## src/rtl/ins_queue_decoder.sv

```systemverilog
// rtl/ins_queue_decoder.sv - instruction FIFO with RV32I decode into a registered dispatch slot
module ins_queue_decoder #(
    parameter int DEPTH  = 16,
    parameter int ADDR_W = $clog2(DEPTH)
) (
    input  logic              clk_in,
    input  logic              rst_in,
    input  logic              rdy_in,
    input  logic              flush_in,
    input  logic              in_valid,
    output logic              in_ready,
    input  logic [31:0]       in_ins,
    input  logic [31:0]       in_pc,
    input  logic              in_pred_taken,
    output logic              out_valid,
    input  logic              out_ready,
    output logic [5:0]        out_opcode,
    output logic [4:0]        out_rd,
    output logic [4:0]        out_rs1,
    output logic [4:0]        out_rs2,
    output logic [31:0]       out_imm,
    output logic [31:0]       out_pc,
    output logic              out_pred_taken,
    output logic              out_use_rd,
    output logic              out_use_rs1,
    output logic              out_use_rs2,
    output logic              out_illegal,
    output logic [ADDR_W:0]   count
);
    localparam logic [5:0] OP_LUI = 6'd1, OP_AUIPC = 6'd2, OP_JAL = 6'd3, OP_JALR = 6'd4,
        OP_BEQ = 6'd5, OP_BNE = 6'd6, OP_BLT = 6'd7, OP_BGE = 6'd8, OP_BLTU = 6'd9, OP_BGEU = 6'd10,
        OP_LB = 6'd11, OP_LH = 6'd12, OP_LW = 6'd13, OP_LBU = 6'd14, OP_LHU = 6'd15,
        OP_SB = 6'd16, OP_SH = 6'd17, OP_SW = 6'd18,
        OP_ADDI = 6'd19, OP_SLTI = 6'd20, OP_SLTIU = 6'd21, OP_XORI = 6'd22, OP_ORI = 6'd23,
        OP_ANDI = 6'd24, OP_SLLI = 6'd25, OP_SRLI = 6'd26, OP_SRAI = 6'd27,
        OP_ADD = 6'd28, OP_SUB = 6'd29, OP_SLL = 6'd30, OP_SLT = 6'd31, OP_SLTU = 6'd32,
        OP_XOR = 6'd33, OP_SRL = 6'd34, OP_SRA = 6'd35, OP_OR = 6'd36, OP_AND = 6'd37;

    localparam logic [ADDR_W:0] FULL = (ADDR_W + 1)'(DEPTH);

    logic [31:0]       ins_mem [DEPTH];
    logic [31:0]       pc_mem  [DEPTH];
    logic              pt_mem  [DEPTH];
    logic [ADDR_W-1:0] head, tail;

    assign in_ready = (count != FULL);

    logic enq, load;
    assign enq  = in_valid & in_ready & rdy_in & ~flush_in;
    assign load = rdy_in & ~flush_in & (count != '0) & (~out_valid | out_ready);

    logic [31:0] h;
    logic [2:0]  f3;
    logic [6:0]  f7;
    assign h  = ins_mem[head];
    assign f3 = h[14:12];
    assign f7 = h[31:25];

    logic [5:0]  d_op;
    logic [4:0]  d_rd, d_rs1, d_rs2;
    logic [31:0] d_imm;
    logic        d_urd, d_urs1, d_urs2, legal;

    always_comb begin
        d_op = '0; d_rd = '0; d_rs1 = '0; d_rs2 = '0; d_imm = '0;
        d_urd = 1'b0; d_urs1 = 1'b0; d_urs2 = 1'b0; legal = 1'b0;
        case (h[6:0])
            7'b0110111, 7'b0010111: begin
                legal = 1'b1; d_op = (h[5]) ? OP_LUI : OP_AUIPC;
                d_urd = 1'b1; d_imm = {h[31:12], 12'b0};
            end
            7'b1101111: begin
                legal = 1'b1; d_op = OP_JAL; d_urd = 1'b1;
                d_imm = {{11{h[31]}}, h[31], h[19:12], h[20], h[30:21], 1'b0};
            end
            7'b1100111: begin
                legal = (f3 == 3'b000); d_op = OP_JALR; d_urd = 1'b1; d_urs1 = 1'b1;
                d_imm = {{20{h[31]}}, h[31:20]};
            end
            7'b1100011: begin
                legal = 1'b1; d_urs1 = 1'b1; d_urs2 = 1'b1;
                d_imm = {{19{h[31]}}, h[31], h[7], h[30:25], h[11:8], 1'b0};
                case (f3)
                    3'b000: d_op = OP_BEQ;
                    3'b001: d_op = OP_BNE;
                    3'b100: d_op = OP_BLT;
                    3'b101: d_op = OP_BGE;
                    3'b110: d_op = OP_BLTU;
                    3'b111: d_op = OP_BGEU;
                    default: legal = 1'b0;
                endcase
            end
            7'b0000011: begin
                legal = 1'b1; d_urd = 1'b1; d_urs1 = 1'b1;
                d_imm = {{20{h[31]}}, h[31:20]};
                case (f3)
                    3'b000: d_op = OP_LB;
                    3'b001: d_op = OP_LH;
                    3'b010: d_op = OP_LW;
                    3'b100: d_op = OP_LBU;
                    3'b101: d_op = OP_LHU;
                    default: legal = 1'b0;
                endcase
            end
            7'b0100011: begin
                legal = 1'b1; d_urs1 = 1'b1; d_urs2 = 1'b1;
                d_imm = {{20{h[31]}}, h[31:25], h[11:7]};
                case (f3)
                    3'b000: d_op = OP_SB;
                    3'b001: d_op = OP_SH;
                    3'b010: d_op = OP_SW;
                    default: legal = 1'b0;
                endcase
            end
            7'b0010011: begin
                legal = 1'b1; d_urd = 1'b1; d_urs1 = 1'b1;
                d_imm = {{20{h[31]}}, h[31:20]};
                case (f3)
                    3'b000: d_op = OP_ADDI;
                    3'b010: d_op = OP_SLTI;
                    3'b011: d_op = OP_SLTIU;
                    3'b100: d_op = OP_XORI;
                    3'b110: d_op = OP_ORI;
                    3'b111: d_op = OP_ANDI;
                    3'b001: begin
                        d_op = OP_SLLI; legal = (f7 == 7'b0); d_imm = {27'b0, h[24:20]};
                    end
                    default: begin
                        // ins[30] picks arithmetic shift; every other funct7 bit must be clear
                        d_op = h[30] ? OP_SRAI : OP_SRLI;
                        legal = ({h[31], h[29:25]} == 6'b0); d_imm = {27'b0, h[24:20]};
                    end
                endcase
            end
            7'b0110011: begin
                d_urd = 1'b1; d_urs1 = 1'b1; d_urs2 = 1'b1;
                if (f7 == 7'b0000000) begin
                    legal = 1'b1;
                    case (f3)
                        3'b000: d_op = OP_ADD;
                        3'b001: d_op = OP_SLL;
                        3'b010: d_op = OP_SLT;
                        3'b011: d_op = OP_SLTU;
                        3'b100: d_op = OP_XOR;
                        3'b101: d_op = OP_SRL;
                        3'b110: d_op = OP_OR;
                        default: d_op = OP_AND;
                    endcase
                end else if (f7 == 7'b0100000) begin
                    legal = (f3 == 3'b000) || (f3 == 3'b101);
                    d_op = (f3 == 3'b000) ? OP_SUB : OP_SRA;
                end
            end
            7'b0001111: begin
                legal = 1'b1; d_op = OP_ADDI;
            end
            default: legal = 1'b0;
        endcase
        if (legal) begin
            d_rd  = d_urd  ? h[11:7]  : 5'd0;
            d_rs1 = d_urs1 ? h[19:15] : 5'd0;
            d_rs2 = d_urs2 ? h[24:20] : 5'd0;
        end else begin
            d_op = '0; d_imm = '0; d_urd = 1'b0; d_urs1 = 1'b0; d_urs2 = 1'b0;
        end
    end

    always_ff @(posedge clk_in) begin
        if (enq && !rst_in) begin
            ins_mem[tail] <= in_ins;
            pc_mem[tail]  <= in_pc;
            pt_mem[tail]  <= in_pred_taken;
        end
    end

    always_ff @(posedge clk_in) begin
        if (rst_in) begin
            head <= '0; tail <= '0; count <= '0;
            out_valid <= 1'b0; out_opcode <= '0; out_rd <= '0; out_rs1 <= '0; out_rs2 <= '0;
            out_imm <= '0; out_pc <= '0; out_pred_taken <= 1'b0; out_use_rd <= 1'b0;
            out_use_rs1 <= 1'b0; out_use_rs2 <= 1'b0; out_illegal <= 1'b0;
        end else if (rdy_in) begin
            if (flush_in) begin
                head <= '0; tail <= '0; count <= '0; out_valid <= 1'b0;
            end else begin
                if (enq) tail <= tail + 1'b1;
                if (load) begin
                    head <= head + 1'b1;
                    out_valid <= 1'b1; out_opcode <= d_op; out_rd <= d_rd;
                    out_rs1 <= d_rs1; out_rs2 <= d_rs2; out_imm <= d_imm;
                    out_pc <= pc_mem[head]; out_pred_taken <= pt_mem[head];
                    out_use_rd <= d_urd; out_use_rs1 <= d_urs1; out_use_rs2 <= d_urs2;
                    out_illegal <= ~legal;
                end else if (out_valid && out_ready) begin
                    out_valid <= 1'b0;
                end
                if (enq && !load) count <= count + 1'b1;
                else if (load && !enq) count <= count - 1'b1;
            end
        end
    end
endmodule

```

## config.mk

```make
export PLATFORM = sky130hd
export DESIGN_NAME = ins_queue_decoder
export DESIGN_NICKNAME = d
export VERILOG_FILES = /design/src/rtl/ins_queue_decoder.sv
export SDC_FILE = /design/constraint.sdc
export NUM_CORES = 1
export LEC_CHECK = 0
export BUFFER_PORTS_ARGS = -buffer_cell sky130_fd_sc_hd__buf_2
export CAP_MARGIN = 20
export CORE_MARGIN = 1
export CORE_UTILIZATION = 50
export CTS_CLUSTER_SIZE = 30
export DETAILED_ROUTE_END_ITERATION = 8
export HOLD_SLACK_MARGIN = 0.05
export PLACE_DENSITY = 0.69
export SLEW_MARGIN = 20
export SYNTH_ARGS = -nofsm -noshare
export SYNTH_HDL_FRONTEND = slang
export SYNTH_SLANG_ARGS = --single-unit
```

## constraint.sdc

```tcl
create_clock -name clk_in -period 6.8 [get_ports clk_in]
set_input_delay 1.36 -clock clk_in [delete_from_list [all_inputs] [get_ports clk_in]]
set_output_delay 1.36 -clock clk_in [all_outputs]
set_load 0.02 [all_outputs]
```

Yosys cells after proc, flatten, opt, wreduce, memory -nomap -nowiden
Memory sizes are Yosys's and may differ from the RTL's. A register that Yosys moved wholly into a read port is not among the register bits. Cells that the tools add are included.

Bits in registers: 71. Bits in writable memories: 1040. Logic and storage cells: 128. Memories kept: 3.

Add/sub/neg operators: 4. Eq/ne operators: 19. Multiplexer cells: 48. Bitwise gates (word level): 10. Reduce and logical (&&, ||, !) cells: 31.

Memory list: ins_mem (words 16, bits a word 32, read ports 1, clocked after memory_dff 1, wr ports 1, line 41) `logic [31:0] ins_mem [DEPTH];`; pc_mem (words 16, bits a word 32, read ports 1, clocked after memory_dff 1, wr ports 1, line 42) `logic [31:0] pc_mem [DEPTH];`; pt_mem (words 16, bits a word 1, read ports 1, clocked after memory_dff 1, wr ports 1, line 43) `logic pt_mem [DEPTH];`.

Operators with widths (count): one-hot mux 32 bit (6 select lines) (1); two-way mux 32 bit (2); one-hot mux 6 bit (9 select lines) (1); two-way mux 5 bit (9); one-hot mux 6 bit (7 select lines) (1); == test 7 x 6 -> 1 bit (second input constant) (4); one-hot mux 4 bit (7 select lines) (1); two-way mux 4 bit (6); two-way mux 6 bit (4); one-hot mux 4 bit (6 select lines) (1); == test 7 bit (second input constant) (3); one-hot mux 4 bit (5 select lines) (1); OR reduction 6 bit (3); two-way mux 1 bit (17); one-hot mux 5 bit (3 select lines) (1); == test 7 x 5 -> 1 bit (second input constant) (2); == test 3 bit (second input constant) (4); adder 4 x 1 -> 4 bit (second input constant) (2); AND reduction 2 bit (4); == test 7 x 2 -> 1 bit (second input constant) (1); == test 7 x 4 -> 1 bit (second input constant) (1); zero test 7 bit (1); one-hot mux 1 bit (7 select lines) (1); OR reduction 7 bit (1); 23 further kinds (40).

Logic depth before layout (Yosys ltp)
Word-level depth: 9. Depth in mapped cells: 16.

Least setup slack after synthesis
OpenSTA, ideal clock, no wires.

Kind: input port to flip-flop. From: input port flush_in. To: memory ins_mem[6][0], enable pin. Library setup time: 568 ps. Arrival: 6401 ps. Data required time: 6232 ps. Setup slack: -169 ps. Stages on the path: 5. Buffers on the path: 1. Cell sequence: clkbuf_1 > nand2b_1 > nor2_1 > nand2_1 > nor3_1.

Cells in the longest elaborated chain, start to end: 5.

Ends and longest elaborated chain: from (decl) (line 9) `input logic flush_in,`; NOT 1 bit (no source line); AND 1 bit (line 49) `assign enq = in_valid & in_ready & rdy_in & ~flush_in;`; logical AND 1 bit (line 169) `if (enq && !rst_in) begin`; two-way mux 1 bit (line 169); two-way mux 1 bit (implied by the code) (line 170) `ins_mem[tail] <= in_ins;`; to (decl) (line 41).

Every way passes these cells.

==> metrics.md <==
| Metric | Value |
|---|---|
| Worst Reg2Reg Path Length in Cells | 9 |
| Area Overhead vs Synth | 13.2% |
| EDFF count, synth | 1040 |
| Routed via count | 21996 |
| Nets | 2431 |
| Worst rel slew slack | 0.247 |
| Root buf cell | clkbuf_16 |
| Top post-synthesis cells by area | edfxtp_1 (71%), mux4_2 (15%), dfxtp_1 (4.9%) |
| Vias in the first global route | 22488 |
| Die Ht | 299 µm |
| Crit start category | flip-flop |
| Die ar. | 89100 µm² |
| Seq/Total Area, Yosys | 0.760 |
| Routed wire length | 99.9 mm |
| Worst-Margin Slew | 1.13 ns |
| Initial antenna violation count | 18 |
| Final Wtd Congestion | 0.837 |
| Synth top cells by count | edfxtp_1 (1040), mux4_2 (289), nand2_1 (149) |
| Fillers | 6313 |
| WS Path Type | reg -> reg |
| ANT nets after route | 0 |
| Setup Buffers After CTS | 0 |
| Post-Synthesis Cell Area | 44000 µm² |
| Syn Nets | 2224 |
| Slew Limit Fails | 0 |
| Area of the multi-input gates | 10100 µm² |
| Clk_lat worst skew | 0.69 ns |
| Non-Filler Cell Area, Final | 49800 µm² |
| Count of final hold-check violations | 0 |
| Avg WL per Cell | 27.7 µm |
| Ys flop type | edfxtp_1 |
| Sequential cell area | 33400 µm² |
| Area share of the largest cell type after synthesis | 0.710 |
| Gr usage total | 0.226 |
| Max Cap Violations | 0 |
| WP data required | 7.38 ns |
| Pre-Repair DR Iteration Count | 8 |
| CTS tree | built |
| DIE WIDTH | 299 µm |
| Number of core rows | 108 |
| Starting DRT DRC Count | 2225 |
| Layout cell share with drive strength beyond 1 | 0.287 |
| Cts repair resizes | 0 |
| DP Wirelength | 55.1 mm |
| First-pass GRT wire length | 147 mm |
| Final Cycle Share | 0.777 |
| Fin crit period | 5.28 ns |
| Clock net sink count | 1148 |
| Synth unique cells | 66 |
| Initial Util | 0.506 |
| Worst Path Arrival | 5.86 ns |
| I/O Buffers | 167 |
| Clock Pin Slew Worst Setup and Hold Paths | 0.06 ns |
| CTS Hold Bufs | 0 |
| Status | finished, final reports clean |
| Core Region | 86900 µm² |
| Seq cells post-synth | 1148 |
| Leakage | 15.6 nW |
| P per Cell Area | 286 nW/µm² |
| Peak VDD IR | 0.273 mV |
| WHS Path Cells | 2 |
| HP Class | reg -> reg |
| Tot Pwr | 14.2 mW |
| Setup crit end kind | flip-flop |
| H-Tree Depth | 3 |
| Final setup viols | 0 |
| RSZ-0062 raised after global routing | false |
| Max Clock Skew | 0.0402 ns |
| Placed cells | 3394 |
| Setup TNS | 0 ns |
| Syn. warnings | 0 |
| Layout Cells excl Fill | 3605 |
| Crit path max fanout | 59 |
| I/O pins | 168 |
| Grt ovf | 0 |
| DRC viols | 0 |
| CTS Buffer Depth | 3 |
| CTS buffer count | 109 |
| Syn Area/Cell | 20.5 µm² |
| Number of vias per cell | 6.10 |
| Placed Area | 46200 µm² |
| Achievable Freq | 189 MHz |
| Count leader, synth | edfxtp_1 |
| Async S/R FF share, synth | 0 |
| Synth area leader | edfxtp_1 |
| Syn Inst Count | 2144 |
| Largest net degree at the start of global routing | 69 |
[registers in the layout (all words and copies together), names as in the netlist, named ones only]
register and cells:
out_pred_taken 1, out_use_rs1 1, pt_mem 16, out_illegal 1, out_imm 32, head 4
out_rs2 5, out_use_rd 1, tail 4, out_pc 32, out_opcode 6, out_rs1 5
count 5, out_use_rs2 1, out_valid 1, pc_mem 512, out_rd 5, ins_mem 512
[layout by cell type, fill, tap and decap left out, drive strengths merged, types with 12 or more instances in the layout]
cell type / synthesis / routed
a21oi: 60 / 60
nor3: 16 / 16
nand4: 13 / 13
a22o: 22 / 22
nor2: 47 / 47
buf: 47 / 215
mux4: 289 / 289
clkbuf: 72 / 152
nand3b: 12 / 12
nand3: 21 / 21
edfxtp: 1040 / 1040
inv: 11 / 13
o21ai: 34 / 34
clkinv: 1 / 42
nand2: 150 / 150
mux2i: 31 / 31
dfxtp: 108 / 108
a221oi: 27 / 27
[per-stage QoR]
step / setup slack (ns) / utilization / hold slack, ns
final: 1.52 / 0.573 / 0.454
after global routing: 1.12 / 0.573 / 0.480
after CTS: 1.51 / 0.572 / 0.456
after detailed placement: 1.57 / 0.532 / 0.448
after global placement: 1.72 / 0.532 / 0.431
after floorplan: -0.169 / - / 0.516
[per-layer routing]
layer  wire [µm]  global-route usage  vias to the layer above
met4        1980              0.0559                       18
met2       48100               0.357                      916
met1       41400               0.324                    11574
li1            -                   -                     9308
met5         110                   0                        -
met3        8340              0.0465                      180
[path summary, 6_finish.rpt]
kind	startpoint	to	slack [ns]
worst min-delay path	out_pc[0]$_SDFFE_PP0P_	out_pc[0]$_SDFFE_PP0P_	0.45
worst min register to register	out_pc[0]$_SDFFE_PP0P_	out_pc[0]$_SDFFE_PP0P_	0.45
worst max register to register	flip-flop	out_imm[2]$_SDFFE_PP0P_	1.52
worst max-delay path	flip-flop	out_imm[2]$_SDFFE_PP0P_	1.52
[power by group]
| part | total, mW | switching [mW] | internal, mW | leakage [nW] |
|---|---|---|---|---|
| registers | 7.75 | 0.0372 | 7.71 | 10.2 |
| clock network | 5.91 | 2.59 | 3.32 | 1.72 |
| logic | 0.575 | 0.345 | 0.230 | 3.63 |
[area by class of cell]
class | count | area share
Antenna cell | 4 | 0.000201
Clock buffer | 152 | 0.0609
Clock inverter | 54 | 0.0101
Inverter | 12 | 0.000905
Multi-Input combinational cell | 865 | 0.203
Sequential cell | 1148 | 0.671
Tap cell | 1155 | 0.0290
Timing Repair Buffer | 215 | 0.0244
[kinds of logic (layout without fill, tap and decap cells)]
| logic type | after synthesis | count (layout) | share of synthesized area |
|---|---|---|---|
| XOR/XNOR | 9 | 9 | 0.00179 |
| flip-flops | 1148 | 1148 | 0.760 |
| adder cells (fa/ha/maj) | 9 | 9 | 0.00273 |
| buffers and inverters | 131 | 433 | 0.0129 |
| AO/OA/AOI/OAI | 216 | 216 | 0.0347 |
| other | 0 | 4 | 0 |
| AND/OR/NAND/NOR | 310 | 310 | 0.0328 |
| multiplexers | 321 | 321 | 0.155 |
[critical path, cell delays in order, from the launching register on]
cell	delay [ns]
dfxtp_4	1.01
buf_4	0.56
mux4_2	0.59
a221oi_2	0.47
nand3_1	0.13
nor4_1	0.73
a32oi_1	0.35
a311oi_4	0.68
nand2_2	0.32
o21ai_0	0.26
Power figures use the tool's default switching activity.
